<file path="config.mk">
export PLATFORM = sky130hd
export DESIGN_NAME = cam_capture_sched_flat
export DESIGN_NICKNAME = d
export VERILOG_FILES = /design/src/rtl/cam_capture_sched_if.sv /design/src/rtl/cam_capture_sched.sv /design/src/flat_wrapper.sv
export SDC_FILE = /design/constraint.sdc
export NUM_CORES = 1
export LEC_CHECK = 0
export ABC_AREA = 1
export CELL_PAD_IN_SITES_DETAIL_PLACEMENT = 1
export CELL_PAD_IN_SITES_GLOBAL_PLACEMENT = 1
export CORE_MARGIN = 2
export CORE_UTILIZATION = 38
export DETAILED_ROUTE_END_ITERATION = 7
export GPL_ROUTABILITY_DRIVEN = 0
export PLACE_DENSITY_LB_ADDON = 0.1
export SYNTH_ARGS = -nofsm -noshare
export SYNTH_HDL_FRONTEND = slang
export SYNTH_SLANG_ARGS = --single-unit
</file>
<file path="constraint.sdc">
create_clock -name clk -period 2.65 [get_ports clk]
set_input_delay 0.53 -clock clk [delete_from_list [all_inputs] [get_ports clk]]
set_output_delay 0.53 -clock clk [all_outputs]
set_load 0.02 [all_outputs]
</file>
<file path="src/rtl/cam_capture_sched_if.sv">
// Control, frame-timing and DMA handshake signals of the camera capture scheduler.
// The master modport is the scheduler itself. The slave modport is the surrounding
// register block, pixel path and DMA engine.
interface cam_capture_sched_if;
    logic        cam_confdone;
    logic        cam_dma_init_done;
    logic        trigger_capture_frame;
    logic        continuous_capture_frame;
    logic        cam_vsync;
    logic        cam_frame_end;
    logic        dma_start;
    logic        dma_ready;
    logic        dma_done;
    logic        frame_gate;
    logic        capture_busy;
    logic        timeout_err;
    logic [31:0] frames_per_second;
    logic [31:0] frames_captured;
    logic [31:0] capture_status;

    modport master (
        input  cam_confdone, cam_dma_init_done, trigger_capture_frame,
               continuous_capture_frame, cam_vsync, cam_frame_end, dma_ready, dma_done,
        output dma_start, frame_gate, capture_busy, timeout_err,
               frames_per_second, frames_captured, capture_status
    );

    modport slave (
        output cam_confdone, cam_dma_init_done, trigger_capture_frame,
               continuous_capture_frame, cam_vsync, cam_frame_end, dma_ready, dma_done,
        input  dma_start, frame_gate, capture_busy, timeout_err,
               frames_per_second, frames_captured, capture_status
    );
endinterface

</file>
<file path="src/rtl/cam_capture_sched.sv">
// Camera frame capture scheduler.
// Converts single-shot and continuous capture requests into per-frame sequencing:
// arm one DMA descriptor, wait for start-of-frame, gate pixels until end-of-frame,
// then wait for DMA completion. It also keeps the frame, drop and FPS statistics.
// Every output comes straight from a flop.
module cam_capture_sched #(
    parameter int unsigned CLK_FREQ_HZ = 100000000,
    parameter int unsigned TIMEOUT_CYC = 16777215,
    parameter int unsigned TO_WIDTH    = 24
) (
    input  logic                clk,
    input  logic                resetn,
    cam_capture_sched_if.master bus
);

    typedef enum logic [2:0] {
        S_DISABLED = 3'd0,
        S_IDLE     = 3'd1,
        S_ARM      = 3'd2,
        S_WAIT_SOF = 3'd3,
        S_CAPTURE  = 3'd4,
        S_WAIT_DMA = 3'd5
    } state_t;

    // Last cycle index of the one-second FPS window.
    localparam logic [31:0]         FPS_LAST = 32'(CLK_FREQ_HZ - 1);
    // The dwell timer value seen on the TIMEOUT_CYC-th cycle in a waiting state.
    localparam logic [TO_WIDTH-1:0] TO_LAST  = TO_WIDTH'(TIMEOUT_CYC - 1);

    state_t              state_q, state_d;
    logic                pend_q, pend_d;
    logic                err_q, err_d;
    logic                trig_d, vsync_d;
    logic                trig_rise, sof, enabled;
    logic                timed, at_limit, done_acc;
    logic [TO_WIDTH-1:0] to_cnt_q;
    logic [15:0]         drop_q;
    logic [31:0]         cap_q, win_q, fps_q, cyc_q;
    logic                dma_start_q, gate_q, busy_q, cont_q;

    assign enabled   = bus.cam_confdone & bus.cam_dma_init_done;
    assign trig_rise = bus.trigger_capture_frame & ~trig_d;
    assign sof       = bus.cam_vsync & ~vsync_d;
    assign timed     = (state_q == S_WAIT_SOF) || (state_q == S_CAPTURE) ||
                       (state_q == S_WAIT_DMA);
    assign at_limit  = timed && (to_cnt_q == TO_LAST);

    // Keep the previous trigger and vsync samples for rising-edge detection.
    always_ff @(posedge clk or negedge resetn) begin
        // NOTE: sequential state uses non-blocking assignments. Every flop then samples
        // pre-edge values, whatever order the simulator runs the blocks in.
        if (!resetn) begin
            trig_d  <= 1'b0;
            vsync_d <= 1'b0;
        end else begin
            trig_d  <= bus.trigger_capture_frame;
            vsync_d <= bus.cam_vsync;
        end
    end

    // Next-state logic, pending request and timeout flag.
    // Losing an enable overrides everything else. The waiting states abort on the timer.
    always_comb begin
        // NOTE: every signal gets a default first. Then no path leaves a value
        // unassigned, and no latch can be inferred.
        state_d  = state_q;
        pend_d   = pend_q;
        err_d    = err_q;
        done_acc = 1'b0;
        if (trig_rise) begin
            pend_d = 1'b1;
            err_d  = 1'b0;
        end
        if (state_q != S_DISABLED && !enabled) begin
            state_d = S_DISABLED;
            pend_d  = 1'b0;
        end else begin
            case (state_q)
                S_DISABLED: begin
                    if (enabled) state_d = S_IDLE;
                end
                S_IDLE: begin
                    // Starting a frame consumes the request, along with any edge in this cycle.
                    if (pend_q || bus.continuous_capture_frame) begin
                        state_d = S_ARM;
                        pend_d  = 1'b0;
                    end
                end
                S_ARM: begin
                    // Wait indefinitely for the DMA to take the descriptor.
                    if (dma_start_q && bus.dma_ready) state_d = S_WAIT_SOF;
                end
                S_WAIT_SOF: begin
                    if (sof)           state_d = S_CAPTURE;
                    else if (at_limit) state_d = S_IDLE;
                end
                S_CAPTURE: begin
                    if (bus.cam_frame_end) state_d = S_WAIT_DMA;
                    else if (at_limit)     state_d = S_IDLE;
                end
                S_WAIT_DMA: begin
                    if (bus.dma_done) begin
                        done_acc = 1'b1;
                        if (bus.continuous_capture_frame || pend_q) begin
                            state_d = S_ARM;
                            pend_d  = 1'b0;
                        end else begin
                            state_d = S_IDLE;
                        end
                    end else if (at_limit) begin
                        state_d = S_IDLE;
                    end
                end
                default: state_d = S_DISABLED;
            endcase
            // A timeout wins over a trigger edge in the same cycle, so the error is not lost.
            if (at_limit && state_d == S_IDLE && !done_acc) begin
                err_d  = 1'b1;
                pend_d = 1'b0;
            end
        end
    end

    // Hold the state, the pending request and the sticky timeout flag.
    always_ff @(posedge clk or negedge resetn) begin
        if (!resetn) begin
            state_q <= S_DISABLED;
            pend_q  <= 1'b0;
            err_q   <= 1'b0;
        end else begin
            state_q <= state_d;
            pend_q  <= pend_d;
            err_q   <= err_d;
        end
    end

    // Decode the registered outputs from the state being entered, so they change with it.
    always_ff @(posedge clk or negedge resetn) begin
        if (!resetn) begin
            dma_start_q <= 1'b0;
            gate_q      <= 1'b0;
            busy_q      <= 1'b0;
            cont_q      <= 1'b0;
        end else begin
            dma_start_q <= (state_d == S_ARM);
            gate_q      <= (state_d == S_CAPTURE);
            busy_q      <= (state_d != S_DISABLED) && (state_d != S_IDLE);
            cont_q      <= bus.continuous_capture_frame;
        end
    end

    // Dwell timer: restarts on every state change and runs only in the waiting states.
    always_ff @(posedge clk or negedge resetn) begin
        if (!resetn) begin
            to_cnt_q <= '0;
        end else if (state_d != state_q || !timed) begin
            to_cnt_q <= '0;
        end else begin
            to_cnt_q <= to_cnt_q + 1'b1;
        end
    end

    // Frame statistics. Dropped frames are start-of-frames seen in continuous mode
    // outside WAIT_SOF. The drop count saturates at its maximum.
    always_ff @(posedge clk or negedge resetn) begin
        if (!resetn) begin
            drop_q <= '0;
            cap_q  <= '0;
        end else begin
            cap_q <= cap_q + {31'd0, done_acc};
            if (sof && bus.continuous_capture_frame && state_q != S_WAIT_SOF &&
                drop_q != 16'hFFFF) begin
                drop_q <= drop_q + 16'd1;
            end
        end
    end

    // FPS window: a free-running cycle counter. At the last cycle of each window it
    // publishes the number of completed frames, including one that completes on that cycle.
    always_ff @(posedge clk or negedge resetn) begin
        if (!resetn) begin
            cyc_q <= '0;
            win_q <= '0;
            fps_q <= '0;
        end else if (cyc_q == FPS_LAST) begin
            cyc_q <= '0;
            win_q <= '0;
            fps_q <= win_q + {31'd0, done_acc};
        end else begin
            cyc_q <= cyc_q + 32'd1;
            win_q <= win_q + {31'd0, done_acc};
        end
    end

    assign bus.dma_start         = dma_start_q;
    assign bus.frame_gate        = gate_q;
    assign bus.capture_busy      = busy_q;
    assign bus.timeout_err       = err_q;
    assign bus.frames_per_second = fps_q;
    assign bus.frames_captured   = cap_q;
    assign bus.capture_status    = {drop_q, 8'd0, gate_q, cont_q, err_q, pend_q, 1'b0, state_q};

endmodule

</file>
<file path="src/flat_wrapper.sv">
// flat-port wrapper written by rule: the top's interface ports become plain ports
module cam_capture_sched_flat 
#(
    parameter int unsigned CLK_FREQ_HZ = 100000000,
    parameter int unsigned TIMEOUT_CYC = 16777215,
    parameter int unsigned TO_WIDTH    = 24
)
  (clk, resetn, bus_cam_confdone, bus_cam_dma_init_done, bus_trigger_capture_frame, bus_continuous_capture_frame, bus_cam_vsync, bus_cam_frame_end, bus_dma_ready, bus_dma_done, bus_dma_start, bus_frame_gate, bus_capture_busy, bus_timeout_err, bus_frames_per_second, bus_frames_captured, bus_capture_status);
  cam_capture_sched_if bus_i ();
  input  logic clk;
  input  logic resetn;
  input wire logic [$bits(bus_i.cam_confdone)-1:0] bus_cam_confdone;
  input wire logic [$bits(bus_i.cam_dma_init_done)-1:0] bus_cam_dma_init_done;
  input wire logic [$bits(bus_i.trigger_capture_frame)-1:0] bus_trigger_capture_frame;
  input wire logic [$bits(bus_i.continuous_capture_frame)-1:0] bus_continuous_capture_frame;
  input wire logic [$bits(bus_i.cam_vsync)-1:0] bus_cam_vsync;
  input wire logic [$bits(bus_i.cam_frame_end)-1:0] bus_cam_frame_end;
  input wire logic [$bits(bus_i.dma_ready)-1:0] bus_dma_ready;
  input wire logic [$bits(bus_i.dma_done)-1:0] bus_dma_done;
  output wire logic [$bits(bus_i.dma_start)-1:0] bus_dma_start;
  output wire logic [$bits(bus_i.frame_gate)-1:0] bus_frame_gate;
  output wire logic [$bits(bus_i.capture_busy)-1:0] bus_capture_busy;
  output wire logic [$bits(bus_i.timeout_err)-1:0] bus_timeout_err;
  output wire logic [$bits(bus_i.frames_per_second)-1:0] bus_frames_per_second;
  output wire logic [$bits(bus_i.frames_captured)-1:0] bus_frames_captured;
  output wire logic [$bits(bus_i.capture_status)-1:0] bus_capture_status;
  assign bus_i.cam_confdone = bus_cam_confdone;
  assign bus_i.cam_dma_init_done = bus_cam_dma_init_done;
  assign bus_i.trigger_capture_frame = bus_trigger_capture_frame;
  assign bus_i.continuous_capture_frame = bus_continuous_capture_frame;
  assign bus_i.cam_vsync = bus_cam_vsync;
  assign bus_i.cam_frame_end = bus_cam_frame_end;
  assign bus_i.dma_ready = bus_dma_ready;
  assign bus_i.dma_done = bus_dma_done;
  assign bus_dma_start = bus_i.dma_start;
  assign bus_frame_gate = bus_i.frame_gate;
  assign bus_capture_busy = bus_i.capture_busy;
  assign bus_timeout_err = bus_i.timeout_err;
  assign bus_frames_per_second = bus_i.frames_per_second;
  assign bus_frames_captured = bus_i.frames_captured;
  assign bus_capture_status = bus_i.capture_status;
  cam_capture_sched #(.CLK_FREQ_HZ(CLK_FREQ_HZ), .TIMEOUT_CYC(TIMEOUT_CYC), .TO_WIDTH(TO_WIDTH)) u_core (.clk(clk), .resetn(resetn), .bus(bus_i));
endmodule
</file>
; Yosys cells after proc, flatten, opt, wreduce, memory -nomap -nowiden
; Index checks and enable logic that the tools add are counted.
[totals]
input_bits = 10
ff_bits = 179
out_inout_bits = 100
elab_cells = 85
[classes]
mux = 27
n_eq_ne = 14
bitwise_logic = 5
add_sub_neg = 5
n_reduce_logical = 19
[op_table]
columns = op, n
row1 = $add 32x1->32, 2
row2 = $mux 32, 2
row3 = $add 32x1->32 const B, 1
row4 = $eq 32x27->1 const B, 1
row5 = $mux 3, 9
row6 = $add 24x1->24 const B, 1
row7 = $eq 24x24->1 const B, 1
row8 = $mux 24, 1
row9 = $pmux 3 s6, 1
row10 = $add 16x1->16 const B, 1
row11 = $ne 16x16->1 const B, 1
row12 = $mux 1, 12
row13 = $eq 3x2->1 const B, 3
row14 = $eq 3x3->1 const B, 3
row15 = $logic_and 1x1->1, 9
row16 = $eq 3x1->1 const B, 2
row17 = $reduce_bool 3->1, 2
row18 = $logic_or 1x1->1, 4
row19 = $and 1x1->1, 3
row20 = $logic_not 1->1, 3
row21 = $logic_not 3->1, 1
row22 = $ne 3x1->1 const B, 1
row23 = $ne 3x2->1 const B, 1
row24 = $ne 3x3->1, 1
row25 = other kinds (3), 4

; Depth between registers and ports, before layout
; Gate-level depths: netlist of the first run.
[logic_depth]
ltp_word = 13
ltp_mapped = 19
depth_no_buf = 18

; Worst setup path before layout of the first run
; OpenSTA, ideal clock, no wires.
[synth_timing]
path_type = flip-flop to flip-flop
from = register u_core.state_q[0]
to = register u_core.fps_q[30], in the netlist u_core.bus.frames_per_second[30]
path_stages_with_launch = 20
t_required_ns = 2.573
synth_period_minus_slack_ns = 2.807
arrival_time_ns = 2.731
setup_time_ns = 0.077
setup_slack_ns = -0.157
cell_sequence = dfrtp_1 -> buf_4 -> inv_1 -> nand3_1 -> nand2_1 -> inv_1 -> nor3_1 -> ha_1 -> ha_1 -> nand3_1 -> inv_1 -> nand2_1 -> nor2_2 -> nand2_1 -> nor2_2 -> nand2_1 -> nor2_1 -> xor2_1 -> inv_1 -> o21ai_1
[synth_between]
elab_chain_len = 5
[synth_lines]
columns = item, line
row1 = from (decl), cam_capture_sched.sv:30  ; state_t state_q, state_d;
row2 = from (signal assigned), cam_capture_sched.sv:131  ; state_q <= state_d;
row3 = $eq 3x3->1, cam_capture_sched.sv:78  ; case (state_q)
row4 = $mux 1, cam_capture_sched.sv:78
row5 = $mux 1, cam_capture_sched.sv:74  ; if (state_q != S_DISABLED && !enabled) begin
row6 = $mux 1 (*), cam_capture_sched.sv:74
row7 = $add 32x1->32 (*), cam_capture_sched.sv:188  ; fps_q <= win_q + {31'd0, done_acc};
row8 = to (signal assigned), cam_capture_sched.sv:188
row9 = to (decl), cam_capture_sched.sv:38  ; logic [31:0] cap_q, win_q, fps_q, cyc_q;
; Every way passes the cells marked *; elsewhere a longest branch is shown, timed or not. The select of a mux whose other input is x is not followed.
; A chain may end at the register's enable or synchronous reset.

; Worst setup path after layout of the first run
[layout_timing]
from = register u_core.state_q[1]
to = register u_core.cap_q[21], in the netlist u_core.bus.frames_captured[21]
[layout_between]
elab_chain_len = 5
[layout_lines]
columns = item, line
row1 = $eq 3x3->1, cam_capture_sched.sv:78
row2 = $mux 1, cam_capture_sched.sv:78
row3 = $mux 1, cam_capture_sched.sv:74
row4 = $mux 1 (*), cam_capture_sched.sv:74
row5 = $add 32x1->32 (*), cam_capture_sched.sv:170  ; cap_q <= cap_q + {31'd0, done_acc};
row6 = to (signal assigned), cam_capture_sched.sv:170
row7 = to (decl), cam_capture_sched.sv:38
; Marks and branches as above.

==> results of run 1 <==
logic make-up (layout without fill, tap and decap cells):
logic type	count (synthesis)	count (layout)	synth area share
simple gates	498	498	0.268
flops	179	179	0.501
buf+inv	156	324	0.0755
xor+xnor	109	109	0.107
compound gates	63	63	0.0375
fa+ha+maj	8	8	0.0112
other cells	1	9	0.000419
sequential cells by signal (all words and copies together), names as in the netlist:
name / cells
u_core.trig_d: 1
u_core.bus.capture_busy: 1
u_core.state_q: 3
u_core.drop_q: 16
u_core.bus.frames_per_second: 32
u_core.pend_q: 1
u_core.bus.frame_gate: 1
u_core.cont_q: 1
u_core.bus.dma_start: 1
u_core.cyc_q: 32
u_core.bus.frames_captured: 32
u_core.win_q: 32
u_core.to_cnt_q: 24
u_core.bus.timeout_err: 1
u_core.vsync_d: 1
routing by layer:
layer,up-vias,share of wire
li1,3548,-
met1,3538,0.46
met2,98,0.49
met3,17,0.032
met4,0,0.010
met5,-,0
cell usage in the layout, fill, tap and decap left out, drive strengths merged, types with 5 or more instances in the layout:
cell	n
dfrtp	179
a21oi	25
nand3	54
nand4	35
nor2	148
xor2	65
nand2	178
conb	9
inv	138
nor4	13
ha	8
xnor2	44
o21ai	33
clkdlybuf4s50	99
buf	63
nor3	68
clkbuf	18
clkinv	5
worst paths after layout:
kind                                             startpoint                                       end  cells after the start
worst min-delay path                                 resetn                u_core.cyc_q[25]$_DFF_PN0_                      1
worst min register to register    u_core.cyc_q[6]$_DFF_PN0_                 u_core.cyc_q[6]$_DFF_PN0_                      1
worst max register to register  u_core.state_q[1]$_DFF_PN0_  u_core.bus.frames_captured[21]$_DFF_PN0_                     17
worst max-delay path            u_core.state_q[1]$_DFF_PN0_  u_core.bus.frames_captured[21]$_DFF_PN0_                     17
min in group clk                  u_core.cyc_q[6]$_DFF_PN0_                 u_core.cyc_q[6]$_DFF_PN0_                      1
max in group asynchronous                            resetn             u_core.drop_q[15]$_DFFE_PN0P_                      2
cell type report:
cell class	instances	area, um2
inverters	129	484
clock inverters	15	180
repair buffers	163	1530
multi-input cells	687	4080
fillers	2748	11700
well taps	319	399
clock buffers	17	425
flip-flops and latches	179	4480
cells in the mapped netlist:
cell type  number  area share
o2111ai_1       1     0.00098
nand2_4         1      0.0013
nand2_1       168       0.070
buf_6           4      0.0050
a21oi_2         1     0.00098
o21a_1          2      0.0017
nor3_4          1      0.0018
buf_4          14       0.012
buf_2           6      0.0034
ha_1            8       0.011
o21ai_0        31       0.017
xor2_1         65       0.064
nand4_1        35       0.024
nand3_1        50       0.028
o21ai_1         2      0.0011
xnor2_1        44       0.043
nor2_1        136       0.057
nor2_4          2      0.0025
o31ai_1         1     0.00084
nand3_4         1      0.0020
a21oi_1        24       0.013
nor4_1         13      0.0091
nor3_2         26       0.029
nor2_2         10      0.0070
a221o_1         1      0.0011
nor3_1         41       0.023
nand3_2         3      0.0034
clkbuf_1        3      0.0013
inv_1         127       0.053
dfrtp_1       179        0.50
inv_2           2     0.00084
conb_1          1     0.00042
nor3b_1         1     0.00084
nand2_2         9      0.0063
nor3b_4         1      0.0021
repair_timing:
item / 4_1_cts / 5_1_grt
setup buffers: 3 / 10
setup endpoints to repair: 23 / 45
resized for setup: 18 / 44
pin swaps: 8 / 15
power by group:
group	total [mW]	leakage (nW)	switching, mW	internal [mW]
combinational	1.20	2.74	0.729	0.466
clock	2.58	0.292	1.29	1.29
sequential	2.93	2.27	0.102	2.83
total	6.71	5.30	2.13	4.58
==> flow_summary.yaml, run 1 <==
synthesis:
  synth.distinct_cells: 35
  seq_area_frac_synth: 0.501
  yosys_warnings: 0
  syn_inst: 1014
  ys_ff_latch: 179
  netlist_area_um2: 8950
  avgSynthCellArea_um2: 8.83
global_routing:
  antenna_found_initial: 0
  grt_use_met2: 0.340
  busiest_layer: "met2"
  grt_util_met3: 0.0361
  grt_pass1_wl_um: 39300
  grt_usage: 0.198
  grt_overflow_total: 0
  grt_max_degree: 59
  grt_pass1_vias: 7960
  grt.met1_usage: 0.258
floorplan:
  core_area_um2: 23300
  die_w_um: 157
  start_util: 0.385
  fp.dieH_um: 157
  rows: 56
  dieArea_um2: 24800
  ios: 110
critical_path:
  crit_type: "reg2reg"
  crit_buf_inv: 4
  worst_setup_path_start_kind: "flop"
  worstSetupEndpointType: "flop"
  crit_top_cell: "nor2_4"
  critical-path-top-delay-family: "simple AND/OR/NAND/NOR gates"
  crit_chain: "inv_2, nand2_4, nor2_4, inv_2, nor3_4, buf_6, ha_4, nand3_2, nor2_2, nand2_2, nor2_4, nand3_4, nor2_4, nand2_4, nor3_4, buf_4, xor2_1"
  r2r_slack_ns: 0.03
  path_max_fanout: 4
  arrival_ns: 2.98
  crit_required_ns: 3.01
  critPathSlowestCell: "dfrtp_1"
  slowest_delay_ns: 0.39
clock_tree:
  cts_sinks: 179
  numCtsBuffers: 17
  htreeDepth: 4
  clock_tree.buffer_depth: 2
  cts_tree: "yes"
  cts_root_buf: "clkbuf_16"
  worst_skew_pair.late_latency_ns: 0.43
  clk_pin_slew_ns: 0.08
  cts-hold-fix-buffers: 0
hold_path:
  hp-class: "in2async"
timing:
  finalHoldViolations: 0
  fin_crit_ns: 2.62
  skew_ns: 0.0140
  finalSetupViolCount: 0
  fin_crit_sh: 0.989
  holdWs_ns: 0.0366
  worst_pin_slew_ns: 0.538
  rsz0062_at_grt: "yes"
  setup_slack_ns: 0.0281
  max_freq_ghz: 0.381
  slew_violations: 0
  tns_ns: 0
  slew_headroom: 0.638
detailed_routing:
  post_drt_wl_per_cell_um: 15.2
  ant_nets: 0
  drtPass1Iterations: 4
  finalWirelength_um: 23000
  avgViaCountPerCell: 4.77
  vias: 7201
  dr.first_iter.drc_count: 244
  drc_errors: 0
placed_design:
  place_area_um2: 10600
  dp_slack_ns: -0.583
  port_buffers: 100
  dp.cells: 1464
  dpl.hpwl_um: 16500
layout:
  final_area_um2: 11600
  stdcell_count: 1509
  fin_nets: 1195
  area_growth_syn_to_layout_pct: 29.4
  drive_gt1_frac: 0.166
  insertedDiodeCount: 0
  fin_util: 0.498
run:
  drv_cap: 0
pwr:
  power_leakage_nw: 5.30
  irDropWorstVdd_mv: 0.853
  power.density_nw_per_um2: 579
  power.total_mw: 6.71
outcome:
  status: "finished clean"
No activity file was read; power rests on OpenSTA's default activity.
==> run 2, diff against run 1 <==
--- a/config.mk
+++ b/config.mk
@@ -12,7 +12,7 @@
 export CORE_UTILIZATION = 38
 export DETAILED_ROUTE_END_ITERATION = 7
 export GPL_ROUTABILITY_DRIVEN = 0
-export PLACE_DENSITY_LB_ADDON = 0.1
+export PLACE_DENSITY_LB_ADDON = 0.2
 export SYNTH_ARGS = -nofsm -noshare
 export SYNTH_HDL_FRONTEND = slang
 export SYNTH_SLANG_ARGS = --single-unit
==> run 2 against run 1 <==
Cell count rose by 0.27%. Die area did not move. Setup slack barely moved. Critical path type unchanged. Largest cell class unchanged. Critical endpoint is now u_core.bus.frames_captured[30]$_DFF_PN0_. Clock power barely moved. Via count rose by 1.0%. Clock-buffer cell count rose by 2.
==> flow_summary.yaml, run 2 (synthesized netlist as in run 1, its figures left out) <==
detailed_routing:
  finalWirelength_um: 22800
  avgViaCountPerCell: 4.81
  vias: 7273
  drc_errors: 0
  drtPass1Iterations: 4
  post_drt_wl_per_cell_um: 15.1
  ant_nets: 0
  dr.first_iter.drc_count: 216
timing:
  rsz0062_at_grt: "yes"
  skew_ns: 0.0133
  slew_headroom: 0.579
  fin_crit_ns: 2.62
  slew_violations: 0
  fin_crit_sh: 0.989
  max_freq_ghz: 0.381
  worst_pin_slew_ns: 0.632
  finalSetupViolCount: 0
  finalHoldViolations: 0
critical_path:
  path_max_fanout: 3
  worst_setup_path_start_kind: "flop"
  reg2reg_depth: 16
  r2r_slack_ns: 0.03
  crit_chain: "inv_2, nand3_4, nand2_4, inv_4, nor3_4, buf_4, ha_4, ha_2, nand3_2, nor2_4, nand2_2, nor2_4, nand4_1, nor2_1, nand2_1, xor2_1"
  crit_required_ns: 2.97
  r2r-start: "u_core.state_q[2]$_DFF_PN0_"
  crit_buf_inv: 3
  arrival_ns: 2.94
  crit_type: "reg2reg"
  r2r-end: "u_core.bus.frames_captured[30]$_DFF_PN0_"
  worstSetupEndpointType: "flop"
  critPathSlowestCell: "dfrtp_1"
  crit_top_cell: "nor2_4"
  slowest_delay_ns: 0.41
  critical-path-top-delay-family: "simple AND/OR/NAND/NOR gates"
pwr:
  power_frac_seq: 0.438
  power.switching_mw: 1.96
  p_clk_frac: 0.382
  irDropWorstVdd_mv: 0.386
  power.density_nw_per_um2: 577
  power_leakage_nw: 5.32
  pwr-share-comb: 0.181
  intPower_mw: 4.74
  switching_share: 0.292
layout:
  area_growth_syn_to_layout_pct: 29.7
  final_area_um2: 11600
  layout_commonest_cell: "dfrtp_1"
  fin_util: 0.499
  final_cell_mix: "dfrtp_1, nand2_1, nor2_1"
  stdcell_count: 1513
  drive_gt1_frac: 0.169
  insertedDiodeCount: 0
  fin_nets: 1199
placed_design:
  place_area_um2: 10700
  dp.cells: 1470
  dpl.hpwl_um: 16800
  port_buffers: 100
floorplan:
  start_util: 0.385
  die_w_um: 157
  rows: 56
  ios: 110
  dieArea_um2: 24800
  core_area_um2: 23300
  fp.dieH_um: 157
clock_tree:
  cts_sinks: 179
  worst_skew_pair.late_latency_ns: 0.43
  cts_tree: "yes"
  clock_tree.buffer_depth: 2
  cts_root_buf: "clkbuf_16"
  htreeDepth: 4
  clk_pin_slew_ns: 0.07
  numCtsBuffers: 17
global_routing:
  grt_max_degree: 74
  grt_usage: 0.190
  grt_pass1_wl_um: 37500
  grt_pass1_vias: 7695
  antenna_found_initial: 0
  grt_overflow_total: 0
hold_path:
  hp-class: "in2async"
run:
  drv_cap: 0
outcome:
  status: "finished clean"
-- run 2: cell count changes in the layout (fill, tap and decap cells not counted), moves of 3 or more --
cell | before | now
buf_4 | 58 | 64
clkinv_8 | 5 | 0
nor2_2 | 11 | 6
inv_8 | 5 | 1
clkinv_4 | 0 | 3
inv_1 | 122 | 119
nor2_1 | 127 | 130
o21ai_0 | 28 | 25
-- run 2: power groups by stage --
stage / Sequential [mW] / Combinational [mW] / Clock [mW]
global placement: 2.97 / 1.15 / 0
CTS: 2.93 / 1.16 / 2.63
global route: 2.95 / 1.34 / 2.74
finish: 2.93 / 1.21 / 2.55
floorplan: 3.05 / 0.609 / 0
detailed placement: 2.98 / 1.15 / 0
-- run 2: repair_timing --
| item | in CTS | in global routing |
|---|---|---|
| endpoints found under the setup margin | 16 | 53 |
| gates resized for setup | 4 | 69 |
| hold buffers | 0 | 0 |
| setup buffers | 0 | 11 |
| pin swaps | 0 | 20 |
-- run 2: layer usage --
layer | up-vias | share of wire | track usage
li1 | 3555 | - | -
met1 | 3614 | 0.47 | 0.250
met2 | 91 | 0.49 | 0.328
met3 | 13 | 0.029 | 0.0317
met4 | 0 | 0.0086 | 0.0463
met5 | - | 0 | 0
-- run 2: final cells by class --
class	count	area [um2]
fillers	2734	11700
flip-flops and latches	179	4480
multi-input cells	687	4100
repair buffers	167	1540
inverters	129	489
clock buffers	19	443
well taps	319	399
clock inverters	13	149
-- run 2: through the flow --
step / TNS (ns) / setup slack [ns] / power [mW] / hold WS, ns
3_3_place_gp: -12.52 / -0.416 / 4.12 / 0.472
2_1_floorplan: -0.0265 / -0.0265 / 3.66 / 0.234
5_1_grt: -2.40 / -0.193 / 7.03 / 0.146
3_5_place_dp: -16.68 / -0.488 / 4.13 / 0.477
4_1_cts: -0.0910 / -0.0286 / 6.72 / 0.137
6_report: 0 / 0.0285 / 6.69 / 0.0999
-- run 2: worst reg2reg max path, cell delays in order (launching register included) --
cell     delay (ns)
dfrtp_1        0.41
inv_2          0.12
nand3_4        0.10
nand2_4        0.09
inv_4          0.04
nor3_4         0.22
buf_4          0.16
ha_4           0.14
ha_2           0.20
nand3_2        0.11
nor2_4         0.11
nand2_2        0.09
nor2_4         0.10
nand4_1        0.18
nor2_1         0.19
nand2_1        0.09
xor2_1         0.15
-- run 2: worst max-delay path by stage --
stage | startpoint | end | slack (ns) | cells after the start
after floorplan | u_core.state_q[0]$_DFF_PN0_ | u_core.bus.frames_per_second[30]$_DFFE_PN0P_ | -0.03 | 19
after CTS | u_core.state_q[1]$_DFF_PN0_ | u_core.bus.frames_captured[31]$_DFF_PN0_ | -0.03 | 16
after global routing | u_core.state_q[2]$_DFF_PN0_ | u_core.bus.frames_per_second[30]$_DFFE_PN0P_ | -0.19 | 18
after global placement | bus_cam_confdone | u_core.bus.frames_captured[30]$_DFF_PN0_ | -0.42 | 15
final | u_core.state_q[2]$_DFF_PN0_ | u_core.bus.frames_captured[30]$_DFF_PN0_ | 0.03 | 16
after detailed placement | bus_cam_dma_init_done | u_core.bus.frames_captured[28]$_DFF_PN0_ | -0.49 | 14
==> run 3, diff against run 2 <==
--- a/config.mk
+++ b/config.mk
@@ -13,6 +13,7 @@
 export DETAILED_ROUTE_END_ITERATION = 7
 export GPL_ROUTABILITY_DRIVEN = 0
 export PLACE_DENSITY_LB_ADDON = 0.2
+export SKIP_LAST_GASP = 1
 export SYNTH_ARGS = -nofsm -noshare
 export SYNTH_HDL_FRONTEND = slang
 export SYNTH_SLANG_ARGS = --single-unit
==> results of run 3 <==
Same layout as run 2: the final DEF is identical, and so are final timing and power.
==> patch 1 (settings of run 3) <==
Reset style: synchronous (`resetn`), changed in 6 clocked blocks.
--- a/src/rtl/cam_capture_sched.sv
+++ b/src/rtl/cam_capture_sched.sv
@@ -47,5 +47,5 @@
 
     // Keep the previous trigger and vsync samples for rising-edge detection.
-    always_ff @(posedge clk or negedge resetn) begin
+    always_ff @(posedge clk) begin
         // NOTE: sequential state uses non-blocking assignments. Every flop then samples
         // pre-edge values, whatever order the simulator runs the blocks in.
@@ -123,5 +123,5 @@
 
     // Hold the state, the pending request and the sticky timeout flag.
-    always_ff @(posedge clk or negedge resetn) begin
+    always_ff @(posedge clk) begin
         if (!resetn) begin
             state_q <= S_DISABLED;
@@ -136,5 +136,5 @@
 
     // Decode the registered outputs from the state being entered, so they change with it.
-    always_ff @(posedge clk or negedge resetn) begin
+    always_ff @(posedge clk) begin
         if (!resetn) begin
             dma_start_q <= 1'b0;
@@ -151,5 +151,5 @@
 
     // Dwell timer: restarts on every state change and runs only in the waiting states.
-    always_ff @(posedge clk or negedge resetn) begin
+    always_ff @(posedge clk) begin
         if (!resetn) begin
             to_cnt_q <= '0;
@@ -163,5 +163,5 @@
     // Frame statistics. Dropped frames are start-of-frames seen in continuous mode
     // outside WAIT_SOF. The drop count saturates at its maximum.
-    always_ff @(posedge clk or negedge resetn) begin
+    always_ff @(posedge clk) begin
         if (!resetn) begin
             drop_q <= '0;
@@ -178,5 +178,5 @@
     // FPS window: a free-running cycle counter. At the last cycle of each window it
     // publishes the number of completed frames, including one that completes on that cycle.
-    always_ff @(posedge clk or negedge resetn) begin
+    always_ff @(posedge clk) begin
         if (!resetn) begin
             cyc_q <= '0;
Check against the original RTL: differs if resetn is asserted again (counterexample within 4 cycles, from zero or initial values and one cycle with resetn low); with resetn held inactive, the same outputs for 10 cycles.
==> patch 1 against run 3 <==
Worst setup slack better by 0.083 ns. Wire length increased by 3.9%. Sequential cell count unchanged. Area after synthesis shrank 3.6%. Core utilization is 1.1 points lower. Final area decreased by 5.7%. Count of clock-buffer cells in the layout fell by 2. Global-route usage increased by 1.1 points. Cell count is 5.2% higher.
Power is not compared: it rests on default switching activity, and its combinational part moved more than twofold at a synthesized area within 25%.
==> patch 1: results (changes against run 3) <==
Outcome: complete, no violations
Hold Crit Class: flop to flop
First-pass GRT wire length: 39800 um (+6.0%)
Slowest CP cell: nor4_1
Largest net degree at the start of global routing: 38 (-49%)
Grt met1 use: 26.4% (+1.4 points)
GR Util met3: 3.19% (+0.028 points)
Wire per inst: 14.9 um (-1.3%)
Clock Skews: 0.0128 ns (-0.000498 ns)
Vias: 7970 (+9.6%)
Worst skew pair latency: 0.44 ns
Fillers: 2778 (+1.6%)
Vias per inst: 5.01 (+4.1%)
Ranking of synthesized cells by area: dfxtp_1, nand2_1, inv_1
All-Layer GR Usage: 20.2% (+1.1 points)
Starting DRC count in detailed routing: 343 (+59%)
RR Startpoint: u_core.state_q[0]
XOR/XNOR Fraction of Synth Area: 6.49% (-4.2 points)
Yosys cell types: 41 (+17%)
Synth async-reset ratio: 0% (-100 points)
Reg-to-reg slack, setup: 0.11 ns (+0.08 ns)
Arr. time, crit path: 2.89 ns (-0.05 ns)
Worst Reg-to-Reg Cells: 14 (-2)
Mean post-synth cell area: 7.50 sq um (-15%)
Post-synth top cells: dfxtp_1, nand2_1, inv_1
Seq/Total Area, Yosys: 41.5% (-8.5 points)
Nets: 1312 (+9.4%)
Adder-Cell Fraction of Synth Area: 1.16% (+0.041 points)
Ys flop type: dfxtp_1
Met2 Track Usage GR: 34.8% (+2.1 points)
DPL Wire Length: 17300 um (+3.5%)
[patch 1: area by class of cell]
class	instances	area (sq um)	area share, %
inverters	148	556	5.08
multi-input cells	791	4410	40.4
clock inverters	15	159	1.45
well taps	285	357	3.26
repair buffers	157	1440	13.2
flip-flops and latches	179	3590	32.8
clock buffers	17	425	3.89
[patch 1: metal layers]
layer  wire [um]  share of wire, %
met1       11500                48
met2       11300                48
met3         570               2.4
met4         324               1.4
met5           0                 0
[patch 1: metrics by stage]
stage | setup WS, ns | hold slack (ns) | power (mW) | util, % | area [sq um]
after global routing | -0.0849 | 0.499 | 5.74 | 48.7 | 10900
after global placement | -0.344 | 0.430 | 3.02 | 45.4 | 10200
final | 0.112 | 0.454 | 5.52 | 48.7 | 10900
after detailed placement | -0.456 | 0.441 | 3.02 | 45.4 | 10200
after floorplan | 0.0581 | 0.418 | 2.94 | - | 8660
after CTS | 0.0323 | 0.461 | 5.59 | 48.3 | 10800
[patch 1: worst register-to-register path: cells and delay by family, from the launching register on]
kind / cells / cell delay [ns]
compound gates: 1 / 0.14
xor+xnor: 1 / 0.19
fa+ha+maj: 1 / 0.15
buf+inv: 4 / 0.45
flops: 1 / 0.33
simple gates: 7 / 1.22
[patch 1: power by group through the flow]
stage	Sequential, mW	Clock, mW	Combinational (mW)
after detailed placement	2.77	0	0.248
after CTS	2.71	2.63	0.252
after global placement	2.77	0	0.246
after floorplan	2.78	0	0.158
after global routing	2.71	2.75	0.283
final	2.71	2.55	0.257
[patch 1: worst max-delay path by stage]
stage	from	to	slack (ns)
floorplan	u_core.state_q[0]	u_core.bus.frames_captured[28]	0.06
global placement	bus_cam_confdone	u_core.win_q[30]	-0.34
detailed placement	bus_cam_confdone	u_core.bus.frames_per_second[26]	-0.46
CTS	u_core.state_q[0]	u_core.bus.frames_captured[28]	0.03
global route	u_core.state_q[0]	u_core.bus.frames_per_second[30]	-0.08
finish	u_core.state_q[0]	u_core.bus.frames_per_second[27]	0.11
[patch 1: timing repair]
| action | CTS | global route |
|---|---|---|
| endpoints found under the setup margin | 16 | 30 |
| pin swaps | 4 | 11 |
| resized for setup | 11 | 27 |
| buffers inserted | 1 | 2 |
[patch 1: kinds of logic (layout without fill, tap and decap cells)]
kind of cell	Yosys count	in the layout
adders and majority gates	8	8
buffers and inverters	189	337
AOI/OAI and AO/OA	105	105
xor gates and xnor gates	64	64
DFF	179	179
and+or+nand+nor	605	605
other	1	9
==> patch 2 (flow settings as in run 3) <==
Without the edit above. `TO_WIDTH` is set to 24 in 2 places; all go to 32.
--- a/src/rtl/cam_capture_sched.sv
+++ b/src/rtl/cam_capture_sched.sv
@@ -7,5 +7,5 @@
     parameter int unsigned CLK_FREQ_HZ = 100000000,
     parameter int unsigned TIMEOUT_CYC = 16777215,
-    parameter int unsigned TO_WIDTH    = 24
+    parameter int unsigned TO_WIDTH    = 32
 ) (
     input  logic                clk,
--- a/src/flat_wrapper.sv
+++ b/src/flat_wrapper.sv
@@ -4,5 +4,5 @@
     parameter int unsigned CLK_FREQ_HZ = 100000000,
     parameter int unsigned TIMEOUT_CYC = 16777215,
-    parameter int unsigned TO_WIDTH    = 24
+    parameter int unsigned TO_WIDTH    = 32
 )
   (clk, resetn, bus_cam_confdone, bus_cam_dma_init_done, bus_trigger_capture_frame, bus_continuous_capture_frame, bus_cam_vsync, bus_cam_frame_end, bus_dma_ready, bus_dma_done, bus_dma_start, bus_frame_gate, bus_capture_busy, bus_timeout_err, bus_frames_per_second, bus_frames_captured, bus_capture_status);
Formal check against the unedited RTL: same outputs for any inputs over 10 cycles, from zero or initial values and one cycle with resetn low; that may be too few to reach the edited logic, so the function may still have changed.
==> patch 2 against run 3 <==
Wire length is 11% higher. Sequential power grew 5%. Hold slack got worse by 0.043 ns. Final area increased by 3.1%. Power fell by 2.5%. Area after synthesis is 6.1% higher. Global-route usage grew 0.83 points. Sequential cell count increased by 8. Worst setup slack gained 0.080 ns. Largest cell class unchanged.
==> patch 2: results (changes against run 3) <==
Met2 WL: 12100 um (+6.8%)
Compound-cell area share of the yosys netlist: 3.32% (-0.42 points)
Vias in the first global route: 8403 (+9.2%)
Clock Skews: 0.0118 ns (-0.00144 ns)
Worst Reg-to-Reg Cells: 18 (+2)
Hold Crit Class: input pin to async pin
XOR/XNOR Fraction of Synth Area: 10.6% (-0.055 points)
Largest net degree at the start of global routing: 70 (-5.4%)
Metal3 WL: 925 um (+38%)
Initial antenna violation count: 0 (unchanged)
Ant diodes: 0 (unchanged)
GR Util met3: 3.98% (+0.82 points)
Grt met1 use: 26.1% (+1.1 points)
Yosys cell types: 33 (-5.7%)
VDD IR max: 0.384 mV (-0.46%)
Worst slew pin tran: 0.583 ns (-0.0482 ns)
Vias: 7880 (+8.3%)
Met2 Track Usage GR: 33.8% (+1.1 points)
Placed Cells incl. Taps: 1591 (+8.2%)
Fraction of layout cells with a size suffix above 1: 13.3% (-3.6 points)
CTS buffer count: 17 (unchanged)
Sw Share: 29.6% (+0.38 points)
Post-synth top cells: nand2_1, dfrtp_1, inv_1
CP Max Fanout: 4 (+1)
Nets: 1313 (+9.5%)
Mean post-synth cell area: 8.34 sq um (-5.5%)
Vias per inst: 4.83 (+0.45%)
Clk pwr share: 38.4% (+0.2 points)
Outcome: complete, no violations
Ranking of synthesized cells by area: dfrtp_1, nand2_1, xor2_1
Largest stage delay on the critical path: 0.42 ns
Wire per inst: 15.5 um (+2.6%)
Starting DRC count in detailed routing: 331 (+53%)
Hold Slack: 0.0565 ns (-0.0433 ns)
Arr. time, crit path: 2.87 ns (-0.07 ns)
Psw: 1.93 mW (-1.2%)
P_seq: 3.07 mW (+5%)
Pwr Density: 546 nW/um^2 (-5.4%)
Worst slack at placement: -0.520 ns (-0.0319 ns)
Seq/Total Area, Yosys: 49.3% (-0.75 points)
LEAKAGE: 5.51 nW (+3.6%)
Fillers: 2929 (+7.1%)
Crit path to: u_core.bus.frames_captured[27]
RR Startpoint: u_core.state_q[1]
All-Layer GR Usage: 19.9% (+0.83 points)
WL met1: 11900 um (+12%)
Iteration count of the initial detailed-routing pass: 5 (+1)
Reg-to-reg slack, setup: 0.11 ns (+0.08 ns)
First-pass GRT wire length: 42100 um (+12%)
IO Port Bufs: 100 (unchanged)
Placed cell areas: 11200 sq um (+4.7%)
DPL Wire Length: 18700 um (+11%)
Fmax: 394 MHz (+3.2%)
Slowest CP cell: dfrtp_1
Adder-Cell Fraction of Synth Area: 1.05% (-0.064 points)
-- patch 2: changes by cell type in the layout (fill, tap and decap cells not counted), sizes merged, moves of 6 or more --
| cell | run 3 | this run |
|---|---|---|
| a21oi | 25 | 11 |
| buf | 67 | 58 |
| dfrtp | 179 | 187 |
| inv | 133 | 158 |
| nand2 | 178 | 242 |
| nor2 | 148 | 177 |
| nor3 | 68 | 62 |
| o21ai | 33 | 44 |
| xnor2 | 44 | 36 |
| xor2 | 65 | 79 |
-- patch 2: area by class of cell --
cell class              count  area share (%)
inverters                 153            4.80
flip-flops and latches    187            39.1
clock buffers              18            3.67
clock inverters            14            1.12
well taps                 324            3.39
multi-input cells         778            35.5
repair buffers            158            12.4
-- patch 2: repair_timing --
item | 4_1_cts | 5_1_grt
buffers inserted | 2 | 7
pin swaps | 4 | 14
setup endpoints to repair | 7 | 26
gates resized for setup | 13 | 30
